$ cat config.mk
export PLATFORM = sky130hd
export DESIGN_NAME = uart_rx
export DESIGN_NICKNAME = d
export VERILOG_FILES = /design/src/rtl/uart_pkg.sv /design/src/rtl/uart_baud_tick.sv /design/src/rtl/uart_rx.sv
export SDC_FILE = /design/constraint.sdc
export NUM_CORES = 1
export LEC_CHECK = 0
export CORE_UTILIZATION = 29
export DETAILED_ROUTE_END_ITERATION = 10
export MAX_ROUTING_LAYER = met4
export PLACE_DENSITY = 0.48
export SETUP_SLACK_MARGIN = 0.05
export SYNTH_ARGS = -nofsm -noshare
export SYNTH_HDL_FRONTEND = slang
export SYNTH_SLANG_ARGS = --single-unit
$ cat constraint.sdc
create_clock -name clk -period 1.75 [get_ports clk]
set_input_delay 0.35 -clock clk [delete_from_list [all_inputs] [get_ports clk]]
set_output_delay 0.35 -clock clk [all_outputs]
set_load 0.005 [all_outputs]
$ cat src/rtl/uart_pkg.sv
// Shared UART types, constants and bit-level helpers used by the receiver and transmitter.
package uart_pkg;

  localparam int UART_OVERSAMPLE = 16;

  typedef enum logic [2:0] {
    IDLE   = 3'd0,
    START  = 3'd1,
    DATA   = 3'd2,
    PARITY = 3'd3,
    STOP   = 3'd4,
    STOP2  = 3'd5
  } uart_rx_state_e;

  typedef enum logic {
    EVEN = 1'b0,
    ODD  = 1'b1
  } uart_parity_e;

  // Expected parity bit for a frame payload (zero-extension leaves the XOR unchanged).
  function automatic logic parity_bit(input logic [31:0] data, input uart_parity_e mode);
    return (^data) ^ logic'(mode);
  endfunction

  function automatic logic majority3(input logic a, input logic b, input logic c);
    return (a & b) | (a & c) | (b & c);
  endfunction

endpackage

$ cat src/rtl/uart_baud_tick.sv
// Baud tick generator: down-counter reloading baud_div, tick while the count is zero.
module uart_baud_tick #(
  parameter int DIV_W = 16
) (
  input  logic             clk,
  input  logic             rst_n,
  input  logic [DIV_W-1:0] baud_div,
  input  logic             restart,
  output logic             tick
);

  logic [DIV_W-1:0] cnt_r;

  // Divisor counter; restart realigns the tick phase to a detected start edge.
  always_ff @(posedge clk or negedge rst_n) begin
    if (!rst_n) begin
      cnt_r <= {DIV_W{1'b0}};
    end else if (restart) begin
      cnt_r <= baud_div;
    end else if (cnt_r == {DIV_W{1'b0}}) begin
      cnt_r <= baud_div;
    end else begin
      cnt_r <= cnt_r - {{(DIV_W-1){1'b0}}, 1'b1};
    end
  end

  assign tick = (cnt_r == {DIV_W{1'b0}});

endmodule

$ cat src/rtl/uart_rx.sv
// UART receiver: oversampled deserializer with a one-entry valid/ready holding register.
// Define UART_RX_MAJORITY_VOTE_EN to decide each bit by a 2-of-3 vote around mid-bit.
module uart_rx
  import uart_pkg::*;
#(
  parameter int DATA_W     = 8,
  parameter int DIV_W      = 16,
  parameter int OVERSAMPLE = UART_OVERSAMPLE
) (
  input  logic              clk,
  input  logic              rst_n,
  input  logic              rx_i,
  input  logic [DIV_W-1:0]  baud_div,
  input  logic              rx_en,
  input  logic              parity_en,
  input  logic              parity_odd,
  input  logic              stop2,
  output logic [DATA_W-1:0] rx_data,
  output logic              rx_valid,
  input  logic              rx_ready,
  output logic              parity_error,
  output logic              framing_error,
  output logic              overrun,
  output logic              busy,
  output logic              free
);

  localparam int OS_W = $clog2(OVERSAMPLE);
  localparam int BC_W = (DATA_W > 1) ? $clog2(DATA_W) : 1;
  localparam logic [OS_W-1:0] OS_LAST  = OS_W'(OVERSAMPLE - 1);
  localparam logic [BC_W-1:0] BIT_LAST = BC_W'(DATA_W - 1);
`ifdef UART_RX_MAJORITY_VOTE_EN
  localparam logic [OS_W-1:0] VOTE_A = OS_W'(OVERSAMPLE/2 - 2);
  localparam logic [OS_W-1:0] VOTE_B = OS_W'(OVERSAMPLE/2 - 1);
  localparam logic [OS_W-1:0] DECIDE = OS_W'(OVERSAMPLE/2);
`else
  localparam logic [OS_W-1:0] DECIDE = OS_W'(OVERSAMPLE/2 - 1);
`endif

  uart_rx_state_e    state_r, state_s;
  logic              sync1_r, sync2_r, prev_r;
  logic [OS_W-1:0]   os_cnt_r;
  logic [BC_W-1:0]   bit_cnt_r;
  logic [DATA_W-1:0] shift_r;
  logic              par_err_r, frm_err_r;
  logic [DATA_W-1:0] rx_data_r;
  logic              rx_valid_r, parity_error_r, framing_error_r, overrun_r;
  logic              tick_s, restart_s, complete_s, fall_s, sample_s, end_s, bit_s;

  uart_baud_tick #(.DIV_W(DIV_W)) u_tick (
    .clk      (clk),
    .rst_n    (rst_n),
    .baud_div (baud_div),
    .restart  (restart_s),
    .tick     (tick_s)
  );

  // Line synchronizer plus previous-value flop for falling-edge detection.
  always_ff @(posedge clk or negedge rst_n) begin
    if (!rst_n) begin
      sync1_r <= 1'b1;
      sync2_r <= 1'b1;
      prev_r  <= 1'b1;
    end else begin
      sync1_r <= rx_i;
      sync2_r <= sync1_r;
      prev_r  <= sync2_r;
    end
  end

  assign fall_s   = prev_r & ~sync2_r;
  assign sample_s = tick_s & (state_r != IDLE) & (os_cnt_r == DECIDE);
  assign end_s    = tick_s & (os_cnt_r == OS_LAST);

`ifdef UART_RX_MAJORITY_VOTE_EN
  logic [1:0] vote_r;

  // Capture the two early votes; the third is the live line at the decision tick.
  always_ff @(posedge clk or negedge rst_n) begin
    if (!rst_n) begin
      vote_r <= 2'b11;
    end else begin
      if (tick_s && os_cnt_r == VOTE_A) vote_r[1] <= sync2_r;
      if (tick_s && os_cnt_r == VOTE_B) vote_r[0] <= sync2_r;
    end
  end

  assign bit_s = majority3(vote_r[1], vote_r[0], sync2_r);
`else
  assign bit_s = sync2_r;
`endif

  // FSM state register.
  always_ff @(posedge clk or negedge rst_n) begin
    if (!rst_n) state_r <= IDLE;
    else        state_r <= state_s;
  end

  // States span whole bit periods; bits are sampled mid-period, completion at the final stop sample.
  always_comb begin
    state_s    = state_r;
    restart_s  = 1'b0;
    complete_s = 1'b0;
    if (!rx_en) begin
      state_s = IDLE;
    end else begin
      case (state_r)
        IDLE: begin
          if (fall_s) begin
            state_s   = START;
            restart_s = 1'b1;
          end else begin
            state_s = IDLE;
          end
        end
        START: begin
          if (sample_s && bit_s) state_s = IDLE;
          else if (end_s)        state_s = DATA;
          else                   state_s = START;
        end
        DATA: begin
          if (end_s && bit_cnt_r == BIT_LAST) state_s = parity_en ? PARITY : STOP;
          else                                state_s = DATA;
        end
        PARITY: begin
          if (end_s) state_s = STOP;
          else       state_s = PARITY;
        end
        STOP: begin
          if (sample_s && !stop2) begin
            complete_s = 1'b1;
            state_s    = IDLE;
          end else if (end_s && stop2) begin
            state_s = STOP2;
          end else begin
            state_s = STOP;
          end
        end
        STOP2: begin
          if (sample_s) begin
            complete_s = 1'b1;
            state_s    = IDLE;
          end else begin
            state_s = STOP2;
          end
        end
        default: state_s = IDLE;
      endcase
    end
  end

  // Oversample/bit counters, shift register and per-frame error accumulators.
  always_ff @(posedge clk or negedge rst_n) begin
    if (!rst_n) begin
      os_cnt_r  <= {OS_W{1'b0}};
      bit_cnt_r <= {BC_W{1'b0}};
      shift_r   <= {DATA_W{1'b0}};
      par_err_r <= 1'b0;
      frm_err_r <= 1'b0;
    end else begin
      if (restart_s) begin
        os_cnt_r  <= {OS_W{1'b0}};
        bit_cnt_r <= {BC_W{1'b0}};
        par_err_r <= 1'b0;
        frm_err_r <= 1'b0;
      end else if (tick_s && state_r != IDLE) begin
        os_cnt_r <= (os_cnt_r == OS_LAST) ? {OS_W{1'b0}} : os_cnt_r + {{(OS_W-1){1'b0}}, 1'b1};
      end
      if (sample_s && state_r == DATA) shift_r <= {bit_s, shift_r[DATA_W-1:1]};
      if (end_s && state_r == DATA) bit_cnt_r <= bit_cnt_r + {{(BC_W-1){1'b0}}, 1'b1};
      if (sample_s && state_r == PARITY)
        par_err_r <= bit_s ^ parity_bit(32'(shift_r), uart_parity_e'(parity_odd));
      if (sample_s && state_r == STOP && !bit_s) frm_err_r <= 1'b1;
    end
  end

  // Holding register and completion pulses; a full, unaccepted register drops the new frame.
  always_ff @(posedge clk or negedge rst_n) begin
    if (!rst_n) begin
      rx_data_r       <= {DATA_W{1'b0}};
      rx_valid_r      <= 1'b0;
      parity_error_r  <= 1'b0;
      framing_error_r <= 1'b0;
      overrun_r       <= 1'b0;
    end else begin
      parity_error_r  <= complete_s & par_err_r;
      framing_error_r <= complete_s & (frm_err_r | ~bit_s);
      overrun_r       <= complete_s & rx_valid_r & ~rx_ready;
      if (complete_s && (!rx_valid_r || rx_ready)) begin
        rx_data_r  <= shift_r;
        rx_valid_r <= 1'b1;
      end else if (rx_valid_r && rx_ready) begin
        rx_valid_r <= 1'b0;
      end
    end
  end

  assign rx_data       = rx_data_r;
  assign rx_valid      = rx_valid_r;
  assign parity_error  = parity_error_r;
  assign framing_error = framing_error_r;
  assign overrun       = overrun_r;
  assign busy          = (state_r != IDLE);
  assign free          = (state_r == IDLE) & ~rx_valid_r;

endmodule

==> results.sh, run 1 <==
export IMPL_status="complete, but fails checks"
export IMPL_violations="hold timing, setup timing"
export IMPL_layout_common_cells="buf_4 (49), dfrtp_1 (47), clkdlybuf4s50_1 (34)"
export IMPL_clock_sinks=51
export IMPL_critical_path_arrival_ns=2.12
export IMPL_die_h_um=96.4
export IMPL_areaGrowthSynthToFinish_pct=58.7
export IMPL_io_pins=38
export IMPL_start_util_pct=29.8
export IMPL_setup_tns_ns=-3.19
export IMPL_required_ns=1.95
export IMPL_grt_first_pass_wirelength_um=10100
export IMPL_reg2regPathDepth=6
export IMPL_ys_seq_area_share_pct=49.6
export IMPL_path_clk_slew_ns=0.10
export IMPL_peakVddDrop_mv=0.511
export IMPL_first_pass_iters=4
export IMPL_rsz0062_at_grt="yes"
export IMPL_synth_cells=246
export IMPL_antenna_found_initial=0
export IMPL_cp_end_kind="flop"
export IMPL_yosys_register_bits=51
export IMPL_synth_xor_area_share_pct=8.14
export IMPL_synthMuxAreaShare_pct=8.53
export IMPL_die_w_um=96.4
export IMPL_cellLeakagePower_nw=1.83
export IMPL_path_cells="nor3_4 -> buf_4 -> or3_4 -> nor4_4 -> nand2_4 -> mux2_4"
export IMPL_p_switching_mw=1.17
export IMPL_grt_ovfl_total=0
export IMPL_core_area_um2=8680
export IMPL_dpl_cell_area_um2=3480
export IMPL_whs_ns=-0.00440
export IMPL_dieArea_um2=9290
export IMPL_cts_tree="done"
export IMPL_clock_latency_ns=0.30
export IMPL_layout_commonest_cell="buf_4"
export IMPL_wl_per_cell_um=14.0
export IMPL_synthAdderAreaFrac_pct=2.42
export IMPL_place_gp_congestion=0.789
export IMPL_maxCapViolations=0
export IMPL_synth_ff_type="dfrtp_1"
export IMPL_setup_ws_ns=-0.176
export IMPL_critPathMaxFanout=8
export IMPL_numPortBuffers=37
export IMPL_routed_wl_um=6400
export IMPL_power_mw=3.72
export IMPL_finClkSkew_ns=0.0125
export IMPL_stdcell_area_um2=4100
export IMPL_cts_hold_buf=0
export IMPL_worst_path_max_delay_cell="dfrtp_1"
export IMPL_async_flop_share_pct=100
export IMPL_row_count=34
export IMPL_drtIter0Drc=64
export IMPL_root_buffer="clkbuf_8"
export IMPL_synth_edf_count=0
export IMPL_p_seq_share_pct=40.8
export IMPL_combPwrFrac_pct=36.1
export IMPL_p_clk_share_pct=23.1
export IMPL_ff2ff_setup_slack_ns=-0.18
export IMPL_instances_no_fill=457
export IMPL_power_switching_share_pct=31.4
export IMPL_max_freq_ghz=0.519
export IMPL_finalMaxSlewViolations=0
export IMPL_synth_compound_area_share_pct=7.99
export IMPL_syn_nets=275
export IMPL_yosysWarnings=0
export IMPL_synth_top_family_by_area="simple AND/OR/NAND/NOR gates"
export IMPL_fillerInstances=851
export IMPL_holdCritPathClass="in -> async"
export IMPL_grt_total_usage_pct=14.9
export IMPL_reg2reg_from="state_r[1]"
export IMPL_synth_avg_cell_area_um2=10.5
export IMPL_path_class="reg -> reg"
export IMPL_cts_buffers=5
export IMPL_dpl_hpwl_um=4210
export IMPL_finalSetupViolations=33
export IMPL_vias=2158
export IMPL_cts_htree_levels=2
export IMPL_syn_area_um2=2580
export IMPL_yosysUniqueCellTypes=45
export IMPL_yosys_area_share_simple_pct=21.5
export IMPL_period_minus_slack_ns=1.93
export IMPL_nets=377
export IMPL_grt_max_degree=52
export IMPL_p_per_area_nw_per_um2=908
export IMPL_drive_gt1_share_pct=44.7
export IMPL_ant_nets=0
export IMPL_hold_violations=1
export IMPL_fin_crit_sh_pct=110
export IMPL_antenna_cells=0
export IMPL_first_global_vias=2091
export IMPL_slowest_delay_ns=0.44
export IMPL_cts_buffer_depth=2
export IMPL_vias_per_cell=4.72
export IMPL_placed_cells=436
export IMPL_tightest_slew_ns=0.323
export IMPL_cp_start_kind="flop"
export IMPL_drc=0
export IMPL_p_int_mw=2.56
export IMPL_rr_endpoint="rx_data[5]"
export IMPL_maxSlewHeadroom_pct=78.3
## worst max-delay path by stage
stage	start	slack (ns)	to
floorplan	os_cnt_r[0]	-0.08	rx_data[0]
global placement	stop2	-0.23	rx_data[6]
detailed placement	stop2	-0.23	rx_data[3]
CTS	u_tick.cnt_r[4]	-0.16	shift_r[4]
global route	state_r[1]	-0.24	rx_data[4]
finish	state_r[1]	-0.18	rx_data[5]
## through the flow
stage          utilization, %  worst slack (ns)
3_3_place_gp             40.1            -0.229
2_1_floorplan               -           -0.0844
3_5_place_dp             40.1            -0.227
4_1_cts                  44.2            -0.163
5_1_grt                  47.2            -0.242
6_report                 47.2            -0.176
## synth_stat cells, types with 3 or more instances
cell type / n / area, um^2
nand2_1: 34 / 128
nor4_1: 3 / 18.8
nor4b_1: 3 / 26.3
ha_1: 5 / 62.6
nor3_1: 7 / 35.0
nand4_1: 3 / 18.8
nand3_1: 11 / 55.1
inv_1: 8 / 30.0
a21oi_1: 7 / 35.0
nor2b_1: 4 / 25.0
xnor2_1: 19 / 166
xor2_1: 5 / 43.8
or3_1: 3 / 18.8
o21ai_0: 21 / 105
mux2_4: 8 / 120
mux2_2: 8 / 90.1
nor2_1: 14 / 52.6
dfstp_2: 3 / 78.8
dfrtp_1: 48 / 1200
## cell type report
cell class | instances | area (um^2) | share of cell area (%)
sequential | 51 | 1280 | 31.3
timing repair buffer | 99 | 942 | 23.0
tap | 108 | 135 | 3.30
clock inverter | 2 | 35.0 | 0.855
clock buffer | 6 | 82.6 | 2.02
multi-input combinational | 183 | 1590 | 38.8
inverter | 8 | 30.0 | 0.733
## cell families (layout without fill, tap and decap cells)
family / after synthesis / in the layout
and+or+nand+nor: 100 / 100
DFF: 51 / 51
AOI/OAI and AO/OA: 37 / 37
xor gates and xnor gates: 24 / 24
muxes: 17 / 17
buffers and inverters: 12 / 115
adders and majority gates: 5 / 5
## critical path: cells and delay by family, from the launching register on
family | cells | cell delay (ns)
flip-flops | 1 | 0.44
AND/OR/NAND/NOR | 4 | 0.92
buffers and inverters | 1 | 0.13
multiplexers | 1 | 0.32
## power by group through the flow
stage               registers [mW]  logic [mW]  clock network, mW
CTS                           1.50        1.13              0.898
detailed placement            1.51        1.02                  0
global placement              1.51        1.00                  0
global route                  1.54        1.47              0.935
finish                        1.52        1.34              0.859
floorplan                     1.54       0.415                  0
## per-layer routing
metal,track usage [%],vias up,wire [um]
li1,-,1063,-
met1,19.2,1050,2940
met2,24.6,43,3210
met3,2.37,2,256
met4,3.31,0,2
met5,-,-,0
## sequential cells by signal, indices dropped and copies added (netlist names), 3 cells and up
| signal | flops |
|---|---|
| rx_data | 8 |
| state_r | 3 |
| os_cnt_r | 4 |
| shift_r | 8 |
| u_tick.cnt_r | 16 |
| bit_cnt_r | 3 |
## timing repair
item | in CTS | in global routing
gates resized for setup | 51 | 58
cloned | 3 | 0
buffers inserted | 5 | 7
pin swaps | 10 | 30
setup endpoints to repair | 46 | 50
Note: power is estimated with default switching activity, not from simulation.
==> inputs of run 2 (changes only) <==
Settings changed: GPL_TIMING_DRIVEN set to 0.
==> results.sh, run 2 (same netlist as run 1, synthesis figures left out) <==
export IMPL_status="complete, but fails checks"
export IMPL_violations="setup timing"
export IMPL_max_freq_ghz=0.517
export IMPL_place_gp_congestion=0.758
export IMPL_required_ns=1.95
export IMPL_fillerInstances=882
export IMPL_drive_gt1_share_pct=39.1
export IMPL_areaGrowthSynthToFinish_pct=48.3
export IMPL_period_minus_slack_ns=1.94
export IMPL_reg2regPathDepth=8
export IMPL_ant_nets=0
export IMPL_first_global_vias=2038
export IMPL_layout_commonest_cell="dfrtp_1"
export IMPL_p_per_area_nw_per_um2=870
export IMPL_rr_endpoint="u_tick.cnt_r[15]"
export IMPL_crit_end="u_tick.cnt_r[15]"
export IMPL_io_pins=38
export IMPL_row_count=34
export IMPL_critPathMaxFanout=5
export IMPL_cp_end_kind="flop"
export IMPL_vias=2087
export IMPL_path_clk_slew_ns=0.10
export IMPL_maxCapViolations=0
export IMPL_tightest_slew_ns=0.484
export IMPL_combPwrFrac_pct=27.7
export IMPL_largest_register_ff_count=16
export IMPL_fin_crit_sh_pct=111
export IMPL_ff2ff_setup_slack_ns=-0.19
export IMPL_start_util_pct=29.8
export IMPL_clock_latency_ns=0.30
export IMPL_power_switching_share_pct=31.5
export IMPL_grt_first_pass_wirelength_um=9950
export IMPL_nets=355
export IMPL_setup_ws_ns=-0.186
export IMPL_dpl_cell_area_um2=3130
export IMPL_die_w_um=96.4
export IMPL_antenna_found_initial=0
export IMPL_layout_common_cells="dfrtp_1 (44), clkdlybuf4s50_1 (34), buf_4 (23)"
export IMPL_grt_total_usage_pct=14.4
export IMPL_vias_per_cell=4.80
export IMPL_p_switching_mw=1.05
export IMPL_stdcell_area_um2=3830
export IMPL_drtIter0Drc=63
export IMPL_cellLeakagePower_nw=1.65
export IMPL_root_buffer="clkbuf_8"
export IMPL_grt_max_degree=33
export IMPL_clock_sinks=51
export IMPL_cts_tree="done"
export IMPL_first_pass_iters=4
export IMPL_cts_buffer_depth=2
export IMPL_antenna_cells=0
export IMPL_drc=0
export IMPL_hold_violations=0
export IMPL_finClkSkew_ns=0.0100
export IMPL_die_h_um=96.4
export IMPL_critical_path_arrival_ns=2.13
export IMPL_cp_start_kind="flop"
export IMPL_routed_wl_um=6180
export IMPL_grt_ovfl_total=0
export IMPL_dieArea_um2=9290
export IMPL_path_class="reg -> reg"
export IMPL_finalSetupViolations=43
export IMPL_maxSlewHeadroom_pct=67.8
export IMPL_numPortBuffers=37
export IMPL_top_register="u_tick.cnt_r"
export IMPL_dpl_hpwl_um=3910
export IMPL_cts_htree_levels=2
export IMPL_crit_start="u_tick.cnt_r[4]"
export IMPL_holdCritPathClass="in -> async"
export IMPL_p_clk_share_pct=24.3
export IMPL_cts_hold_buf=0
export IMPL_wl_per_cell_um=14.2
export IMPL_cts_buffers=5
export IMPL_core_area_um2=8680
export IMPL_power_mw=3.33
export IMPL_p_seq_share_pct=48.0
export IMPL_peakVddDrop_mv=0.491
export IMPL_rsz0062_at_grt="yes"
export IMPL_p_int_mw=2.28
export IMPL_reg2reg_from="u_tick.cnt_r[4]"
export IMPL_finalMaxSlewViolations=0
export IMPL_setup_tns_ns=-4.18
-- run 2: changes by cell type in the layout (fill, tap and decap cells not counted), sizes merged --
cell / delta
buf: -25
clkbuf: +4
clkinv: -1
-- run 2: worst min path at each step --
stage	from	end	slack [ns]	depth (start not counted)
floorplan	rst_n	bit_cnt_r[0]	0.05	0
global placement	sync1_r	bit_s	0.35	0
detailed placement	rst_n	os_cnt_r[3]	0.34	1
CTS	rst_n	os_cnt_r[3]	0.02	1
global route	rst_n	os_cnt_r[3]	0.04	1
finish	rst_n	os_cnt_r[3]	0.004	1
-- run 2: final cells by class --
cell class | count | area [um^2] | share of cell area (%)
multi-input combinational | 183 | 1520 | 39.6
tap | 108 | 135 | 3.53
buffer | 4 | 55.1 | 1.44
inverter | 8 | 32.5 | 0.849
sequential | 51 | 1280 | 33.6
timing repair buffer | 73 | 701 | 18.3
clock buffer | 7 | 76.3 | 1.99
clock inverter | 1 | 30.0 | 0.784
-- run 2: critical path: stages, from the launching register on --
cell	delay, ns
dfrtp_1	0.42
nor4_4	0.34
nand3_2	0.19
buf_4	0.18
buf_6	0.10
buf_6	0.12
nor4b_4	0.25
xnor2_1	0.14
o21ai_1	0.07
-- run 2: per-stage QoR --
| step | setup WS, ns | hold slack (ns) | cells | utilization [%] |
|---|---|---|---|---|
| after detailed placement | -0.438 | 0.344 | 392 | 36.0 |
| after CTS | -0.152 | 0.0150 | 430 | 42.1 |
| after floorplan | -0.0844 | 0.0544 | 246 | - |
| after global placement | -1.34 | 0.346 | 391 | 35.9 |
| final | -0.186 | 0.00371 | 435 | 44.1 |
| after global routing | -0.296 | 0.0385 | 435 | 44.1 |
-- run 2: timing repair --
action	in CTS	in global routing
resized for setup	62	51
buffers inserted	28	4
hold endpoints to repair	0	0
setup endpoints to repair	50	50
gates cloned	2	1
pin swaps	21	24
-- run 2: metal layers --
metal | global-route usage, % | wire length (um) | vias up
met5 | - | 0 | -
met4 | 4.41 | 64 | 0
met3 | 2.76 | 209 | 12
met2 | 22.1 | 2970 | 36
met1 | 19.3 | 2940 | 1019
li1 | - | - | 1020
-- run 2: power by group through the flow --
| stage | Combinational, mW | Clock, mW | Sequential [mW] |
|---|---|---|---|
| after floorplan | 0.415 | 0 | 1.54 |
| after detailed placement | 0.601 | 0 | 1.58 |
| after global placement | 0.584 | 0 | 1.57 |
| after global routing | 1.01 | 0.876 | 1.63 |
| after CTS | 0.833 | 0.847 | 1.59 |
| final | 0.923 | 0.810 | 1.60 |
==> inputs of run 3 (changes only) <==
Settings changed: SLEW_MARGIN set to 5.
==> results of run 3 <==
Final layout, timing and power as in run 2 (identical DEF).
